File: src/rtl/alu_pkg.sv
// Shared types for the 7-bit ALU and its operand sequencer: opcodes, FSM states, width.
package alu_pkg;

   localparam int ALU_WIDTH = 7;

   typedef enum logic [1:0] {
      OP_ADD = 2'b00,
      OP_SUB = 2'b01,
      OP_AND = 2'b10,
      OP_OR  = 2'b11
   } alu_op_t;

   typedef enum logic [2:0] {
      S_IDLE  = 3'd0,
      S_GOT_A = 3'd1,
      S_GOT_B = 3'd2,
      S_EXEC  = 3'd3,
      S_DONE  = 3'd4
   } seq_state_t;

endpackage

File: src/rtl/sat_counter.sv
// Saturating up-counter with synchronous clear; one-cycle update latency.
// Increments beyond all-ones are dropped; clear has priority over increment.
module sat_counter #(
   parameter int W = 4
) (
   input  logic         clk,
   input  logic         reset,
   input  logic         i_inc,
   input  logic         i_clear,
   output logic [W-1:0] o_count
);

   logic [W-1:0] r_count;

   always_ff @(posedge clk or posedge reset) begin
      if (reset) begin
         r_count <= '0;
      end else if (i_clear) begin
         r_count <= '0;
      end else if (i_inc && (r_count != {W{1'b1}})) begin
         r_count <= r_count + 1'b1;
      end
   end

   assign o_count = r_count;

endmodule

File: src/rtl/alu_op_sequencer.sv
// Loads A, B, opcode from a shared bus, runs one EXEC cycle, holds the result until ack/load.
// Result valid 2 edges after the opcode strobe; consumer stalls by withholding ack, chain reuses res as A.
module alu_op_sequencer
   import alu_pkg::*;
#(
   parameter int WIDTH     = ALU_WIDTH,
   parameter int OVF_CNT_W = 4
) (
   input  logic                 clk,
   input  logic                 reset,
   input  logic [WIDTH-1:0]     din,
   input  logic                 load,
   input  logic                 chain,
   input  logic                 clear,
   input  logic                 ack,
   output logic [WIDTH-1:0]     alu_a,
   output logic [WIDTH-1:0]     alu_b,
   output logic [1:0]           alu_op,
   input  logic [WIDTH-1:0]     alu_result,
   input  logic                 alu_carry,
   input  logic                 alu_ovf,
   input  logic                 alu_zero,
   input  logic                 alu_neg,
   output logic [WIDTH-1:0]     res,
   output logic                 res_carry,
   output logic                 res_ovf,
   output logic                 res_zero,
   output logic                 res_neg,
   output logic                 res_valid,
   output logic                 busy,
   output logic [OVF_CNT_W-1:0] ovf_count
);

   seq_state_t       r_state;
   seq_state_t       w_next;
   logic [WIDTH-1:0] r_alu_a;
   logic [WIDTH-1:0] r_alu_b;
   logic [1:0]       r_alu_op;
   logic [WIDTH-1:0] r_res;
   logic             r_res_carry;
   logic             r_res_ovf;
   logic             r_res_zero;
   logic             r_res_neg;
   logic             r_res_valid;
   logic             w_ovf_inc;

   always_ff @(posedge clk or posedge reset) begin
      if (reset) begin
         r_state <= S_IDLE;
      end else begin
         r_state <= w_next;
      end
   end

   always_comb begin
      w_next = r_state;
      if (clear) begin
         w_next = S_IDLE;
      end else begin
         case (r_state)
            S_IDLE:  if (load) w_next = S_GOT_A;
            S_GOT_A: if (load) w_next = S_GOT_B;
            S_GOT_B: if (load) w_next = S_EXEC;
            S_EXEC:  w_next = S_DONE;
            S_DONE: begin
               if (load) begin
                  w_next = chain ? S_GOT_B : S_GOT_A;
               end else if (ack) begin
                  w_next = S_IDLE;
               end
            end
            default: w_next = S_IDLE;
         endcase
      end
   end

   always_ff @(posedge clk or posedge reset) begin
      if (reset) begin
         r_alu_a     <= '0;
         r_alu_b     <= '0;
         r_alu_op    <= '0;
         r_res       <= '0;
         r_res_carry <= 1'b0;
         r_res_ovf   <= 1'b0;
         r_res_zero  <= 1'b0;
         r_res_neg   <= 1'b0;
         r_res_valid <= 1'b0;
      end else if (clear) begin
         r_alu_a     <= '0;
         r_alu_b     <= '0;
         r_alu_op    <= '0;
         r_res       <= '0;
         r_res_carry <= 1'b0;
         r_res_ovf   <= 1'b0;
         r_res_zero  <= 1'b0;
         r_res_neg   <= 1'b0;
         r_res_valid <= 1'b0;
      end else begin
         case (r_state)
            S_IDLE:  if (load) r_alu_a <= din;
            S_GOT_A: if (load) r_alu_b <= din;
            S_GOT_B: if (load) r_alu_op <= din[1:0];
            S_EXEC: begin
               r_res       <= alu_result;
               r_res_carry <= alu_carry;
               r_res_ovf   <= alu_ovf;
               r_res_zero  <= alu_zero;
               r_res_neg   <= alu_neg;
               r_res_valid <= 1'b1;
            end
            S_DONE: begin
               // load outranks ack so a back-to-back producer never loses a strobe
               if (load) begin
                  r_res_valid <= 1'b0;
                  if (chain) begin
                     r_alu_a <= r_res;
                     r_alu_b <= din;
                  end else begin
                     r_alu_a <= din;
                  end
               end else if (ack) begin
                  r_res_valid <= 1'b0;
               end
            end
            default: ;
         endcase
      end
   end

   assign w_ovf_inc = (r_state == S_EXEC) && alu_ovf && !clear;

   sat_counter #(
      .W (OVF_CNT_W)
   ) u_ovf_cnt (
      .clk     (clk),
      .reset   (reset),
      .i_inc   (w_ovf_inc),
      .i_clear (clear),
      .o_count (ovf_count)
   );

   assign alu_a     = r_alu_a;
   assign alu_b     = r_alu_b;
   assign alu_op    = r_alu_op;
   assign res       = r_res;
   assign res_carry = r_res_carry;
   assign res_ovf   = r_res_ovf;
   assign res_zero  = r_res_zero;
   assign res_neg   = r_res_neg;
   assign res_valid = r_res_valid;
   assign busy      = (r_state == S_GOT_A) || (r_state == S_GOT_B) || (r_state == S_EXEC);

endmodule

File: config.mk
export PLATFORM = sky130hd
export DESIGN_NAME = alu_op_sequencer
export DESIGN_NICKNAME = d
export VERILOG_FILES = /design/src/rtl/alu_pkg.sv /design/src/rtl/sat_counter.sv /design/src/rtl/alu_op_sequencer.sv
export SDC_FILE = /design/constraint.sdc
export NUM_CORES = 1
export LEC_CHECK = 0
export CORE_ASPECT_RATIO = 1.2
export CORE_MARGIN = 3
export CORE_UTILIZATION = 30
export CTS_CLUSTER_SIZE = 12
export DETAILED_ROUTE_END_ITERATION = 10
export GPL_TIMING_DRIVEN = 0
export PLACE_DENSITY = 0.61
export SYNTH_ARGS = -nofsm -noshare
export SYNTH_HDL_FRONTEND = slang
export SYNTH_HIERARCHICAL = 1
export SYNTH_SLANG_ARGS = --single-unit
File: constraint.sdc
create_clock -name clk -period 4.1 [get_ports clk]
set_input_delay 0.82 -clock clk [delete_from_list [all_inputs] [get_ports clk]]
set_output_delay 0.82 -clock clk [all_outputs]
set_load 0.02 [all_outputs]
* Word level (Yosys, flattened, before mapping) *
Cells that the tools add are included.

word-level totals
  output and inout port bits = 33
  flip-flop bits (word level) = 35
  input port bits = 24
  word-level logic and storage cells = 78

cells by class
  multiplexer cells = 36
  add/subtract/negate cells = 1
  reductions and logical operators = 19
  equal/unequal tests = 11

operator list
  cell                                                  count
  2-to-1 mux 7 bit                                      9
  case mux 7 bit (2 select lines)                       2
  2-to-1 mux 3 bit                                      6
  inequality test 3 bit (second input constant)         5
  case mux 3 bit (5 select lines)                       1
  2-to-1 mux 1 bit                                      11
  nonzero test 3 bit                                    3
  2-to-1 mux 2 bit                                      4
  2-to-1 mux 4 bit                                      2
  inequality test 4 bit (second input constant)         2
  AND reduction 4 bit                                   2
  nonzero test 2 bit                                    4
  equality test 3 x 2 -> 1 bit (second input constant)  2
  adder 4 x 1 -> 4 bit (second input constant)          1
  AND reduction 2 bit                                   2
  equality test 3 x 1 -> 1 bit (second input constant)  1
  equality test 3 bit (second input constant)           1
  logical AND 1 bit                                     3
  zero test 3 bit                                       1
  AND reduction 3 bit                                   1
  logical OR 1 bit                                      2
  case mux 1 bit (2 select lines)                       1
  zero test 1 bit                                       1

* Longest topological paths before layout *
Gate-level depths: netlist of run 1.

  depth in word-level cells = 6
  gate-level depth with buffers = 8
  mapped depth without buffers = 6

* Hierarchy *
The synthesis of run 1 kept the hierarchy.

by module, submodules not included
  module            seq. area each (um^2)  area an instance (um^2)  instances  cells each
  alu_op_sequencer  775.7                  1,483.9                  1          140
  sat_counter       100.1                  230.2                    1          21

* Least setup slack after synthesis of run 1 *
No wires, ideal clock.

  kind = input-to-reg
  start = input port clear
  end = register u_ovf_cnt.r_count[0], in the netlist u_ovf_cnt/o_count[0]
  setup slack = 2.132 ns
  data required time = 3.975 ns
  library setup time = 0.125 ns
  buffers on the path = 1
  cell stages on the path = 6
  data arrival time = 1.843 ns
  cells stage by stage = nor2_1 buf_4 and2_1 inv_1 a31oi_4 mux2_4

between the ends
  longest elaborated chain between the ends = 4
  elaborated cells between the ends (all ways) = 5
  classes of those cells = mux (1); reduce/logical (4)

ends and longest elaborated chain
  item                          RTL line                 source
  from (decl)                   alu_op_sequencer.sv:14   input logic clear,
  zero test 1 bit               alu_op_sequencer.sv:130  assign w_ovf_inc = (r_state == S_EXEC) && alu_ovf && !clear;
  logical AND 1 bit             alu_op_sequencer.sv:130
  named net w_ovf_inc           alu_op_sequencer.sv:45   logic w_ovf_inc;
  logical AND 1 bit             sat_counter.sv:20        end else if (i_inc && (r_count != {W{1'b1}})) begin
  nonzero test 2 bit (no line)  -
  to (signal assigned)          sat_counter.sv:21        r_count <= r_count + 1'b1;
  to (decl)                     sat_counter.sv:13        logic [W-1:0] r_count;

The timed path passes the listed nets, and every way through them passes these cells.
A chain may end at the register's enable or synchronous reset.

* Worst setup path in the final report of run 1 *
Same ends and word-level chain as after synthesis.

==> results of run 1 <==
-- sequential cells by signal, indices dropped and copies added, names as in the netlist --
register	cells
alu_a	7
alu_b	7
alu_op	2
r_state	3
res	7
res_carry	1
res_neg	1
res_ovf	1
res_valid	1
res_zero	1
u_ovf_cnt/o_count	4
-- metal layers --
metal,GRT usage,vias to the layer above,share of wire
li1,-,723,-
met1,0.204,704,0.46
met2,0.213,56,0.46
met5,0,-,0
met3,0.0420,5,0.063
met4,0.0485,0,0.013
-- worst paths after layout --
kind / slack [ps] / cells after the start / to / start
min: 500 / 1 / res_carry / res_carry
min reg2reg: 500 / 1 / res_carry / res_carry
max: 1550 / 7 / u_ovf_cnt/o_count[0] / clear
min in group asynchronous: 750 / 2 / u_ovf_cnt/o_count[2] / reset
max in group asynchronous: 2680 / 3 / res_zero / reset
max reg2reg: 1950 / 8 / u_ovf_cnt/o_count[0] / r_state[2]
-- worst reg2reg max path, stage by stage (launching register included) --
cell and delay, ps:
dfrtp_1 400, buf_2 180, nand3b_1 210, nor2_1 240
buf_4 220, and2_1 210, inv_1 90, a31oi_4 180
mux2_4 310
-- cell families after synthesis --
kind of cell / Yosys count
fa+ha+maj: 1
flops: 35
mux: 4
simple gates: 51
compound gates: 51
buf+inv: 19
-- cell usage in the layout, fill, tap and decap left out, types with 3 or more instances in the layout --
cell,Yosys,routed
clkdlybuf4s50_1,0,56
o41ai_1,7,7
mux2i_1,3,3
nor2b_1,4,4
nor2_1,17,17
clkbuf_1,4,6
a311oi_1,4,4
nand3b_1,3,3
clkbuf_8,0,5
inv_1,5,5
a22o_1,11,11
dfrtp_1,35,35
nand2_1,14,14
buf_2,5,5
a21oi_1,12,12
o211ai_1,7,7
a311oi_2,3,3
-- metrics by stage --
| step | cell area (um2) | hold WS, ps | std cells | setup slack (ps) |
|---|---|---|---|---|
| floorplan | 1710 | 586 | 161 | 2130 |
| global placement | 2350 | 485 | 279 | 1240 |
| detailed placement | 2350 | 483 | 279 | 1210 |
| CTS | 2430 | 508 | 287 | 1520 |
| global route | 2460 | 529 | 288 | 1410 |
| finish | 2460 | 498 | 288 | 1550 |
-- power by group --
| group | internal (mW) | switching (mW) | total [mW] |
|---|---|---|---|
| Combinational | 0.0642 | 0.0666 | 0.131 |
| Sequential | 0.357 | 0.00787 | 0.365 |
| Clock | 0.119 | 0.121 | 0.241 |
-- cell type report --
type                       count  area, um2  share of cell area
sequential                    35        876               0.356
multi-input combinational    107        738               0.300
timing repair buffer          57        588               0.239
buffer                        14       81.3              0.0330
tap                           62       77.6              0.0315
clock buffer                   7       76.3              0.0310
inverter                       5       18.8             0.00763
clock inverter                 1       5.00             0.00203
==> key figures, run 1 <==
Run status
  – Outcome: finished clean

Synth
  – Cells after Synth: 161
  – Yosys warnings: 6
  – Synth Area in Compound Gates: 0.241
  – Area leader, netlist: dfrtp_1
  – Top cell type's share of synthesized area: 0.511
  – Adder-Cell Fraction of Synth Area: 0.00730
  – Post-synth EDFFs: 0
  – Most common cell in the netlist: dfrtp_1
  – Post-synthesis sequential area ratio: 0.511
  – Post-Syn Area: 0.00171 mm2
  – Commonest register cell after synthesis: dfrtp_1
  – Cell variety after synth: 35
  – Post-Syn Area per Cell: 10.6 um2
  – XOR/XNOR share of the synthesized area: 0
  – Synth Register Bits: 35
  – Commonest cells in the netlist: 35 x dfrtp_1, 17 x nor2_1, 14 x nand2_1
  – Main combinational cell family by area after synthesis: compound AO/OA/AOI/OAI gates
  – Simple-Gate Fraction of Synth Area: 0.156
  – Syn Nets: 186
  – Mux cell area share after synthesis: 0.0263
  – Ranking of synthesized cells by area: dfrtp_1 51%, a22o_1 5.6%, nor2_1 3.7%
  – Post-synth ARST share: 1.00

Worst hold path
  – Hold crit path type: flop to flop

STA
  – Final setup viols: 0
  – Highest clock rate: 391 MHz
  – Worst-margin pin slew: 585 ps
  – RSZ-0062 raised after global routing: false
  – Setup TNS: 0 ps
  – Worst Skew: 1.05 ps
  – Min cycle time layout: 2550 ps
  – Rel. slew slack: 0.609
  – Fin. Hold Viols: 0
  – Final period util: 0.623
  – Max-slew violation count: 0

GRT
  – Total track usage: 0.145
  – Initial antenna violation count: 0
  – Vias in the first global route: 1521
  – Largest net degree at the start of global routing: 32
  – Total gr overflow: 0
  – First-pass GRT wire length: 7310 um

Final layout
  – N_diodes: 0
  – Share of cells above drive strength 1: 0.106
  – # fillers: 501
  – Synthesis-to-finish area growth: 43.6%
  – Nets: 250
  – Final core utilization: 0.455

Worst setup path
  – Top delay family on crit path: buffers and inverters
  – Crit path required time: 4270 ps
  – WS Path Type: input port to flop
  – Startpoint types: input port
  – Worst EP arrival: 2720 ps
  – Max incr delay on CP: 590 ps
  – Crit-path slowest cell: clkdlybuf4s50_1
  – Critical path, cell by cell: clkdlybuf4s50_1, nor2_1, buf_4, and2_1, inv_1, a31oi_4, mux2_4
  – Crit path buf inv count: 3
  – Max FO, Critical Path: 10
  – Crit. End Element: flop

Clock tree
  – Clock Sinks: 35
  – CTS tree: done
  – Clk slew on worst S/H paths: 70 ps
  – Resized Gates After CTS: 0
  – Clock buffer depth: 2
  – Htree depth: 2
  – Hold buffer count at CTS: 0
  – TritonCTS buffer count: 5
  – Skew-Pair Late Insertion Delay: 280 ps
  – Postcts setup bufs: 0
  – Root Driver: clkbuf_8

Power and ir drop
  – PD cells: 299 mW/mm2
  – Leak: 1.01 nW
  – Total power: 736 uW
  – Max VDD drop: 0.167 mV

Placement
  – Port bufs: 56
  – HPWL Detailed: 3280 um
  – Gpl congestion: 0.817

Routing
  – DR iter-0 viols: 117
  – Vias: 1488
  – First-pass DRT Iterations: 4
  – DR vias/cell: 5.17
  – DR DRC count: 0
  – Post-route ant nets: 0
  – Post-Route WL: 4450 um
  – Wire per inst: 15.5 um

Floorplanning
  – Die Area: 0.00666 mm2
  – Initial core utilization: 0.317
  – Rows: 29
  – Core Box Area: 0.00541 mm2
  – Die Ht: 88.8 um
  – I/O pins: 57
  – Die width: 75.0 um

Flow run
  – Max_cap viols: 0
Note: power is estimated with default switching activity, not from simulation.
==> run 2: changes to the inputs <==
==> constraint.sdc (replaced) <==
create_clock -name clk -period 2.49 [get_ports clk]
set_input_delay 0.498 -clock clk [delete_from_list [all_inputs] [get_ports clk]]
set_output_delay 0.498 -clock clk [all_outputs]
set_load 0.02 [all_outputs]
==> results of run 2 <==
The final DEF is identical to that of run 1. Status: finished clean.
Main changes from that run: setup slack after placement 1210 ps -> -76.9 ps; setup slack after layout 1550 ps -> 257 ps; hold slack 498 ps -> 426 ps; register-to-register setup slack 1950 ps -> 340 ps; total power 0.736 mW -> 1.21 mW; worst IR drop on VDD 0.167 mV -> 0.275 mV
==> run 3: changes to the inputs <==
--- a/config.mk
+++ b/config.mk
@@ -8,6 +8,7 @@
 export CORE_ASPECT_RATIO = 1.2
 export CORE_MARGIN = 3
 export CORE_UTILIZATION = 30
+export CTS_CLUSTER_DIAMETER = 80
 export CTS_CLUSTER_SIZE = 12
 export DETAILED_ROUTE_END_ITERATION = 10
 export GPL_TIMING_DRIVEN = 0
==> results of run 3 <==
The final DEF is identical to that of run 1. Status: finished clean.
Main changes from that run: setup slack after placement 1210 ps -> -76.9 ps; setup slack after layout 1550 ps -> 257 ps; hold slack 498 ps -> 426 ps; register-to-register setup slack 1950 ps -> 340 ps; total power 0.736 mW -> 1.21 mW; worst IR drop on VDD 0.167 mV -> 0.275 mV
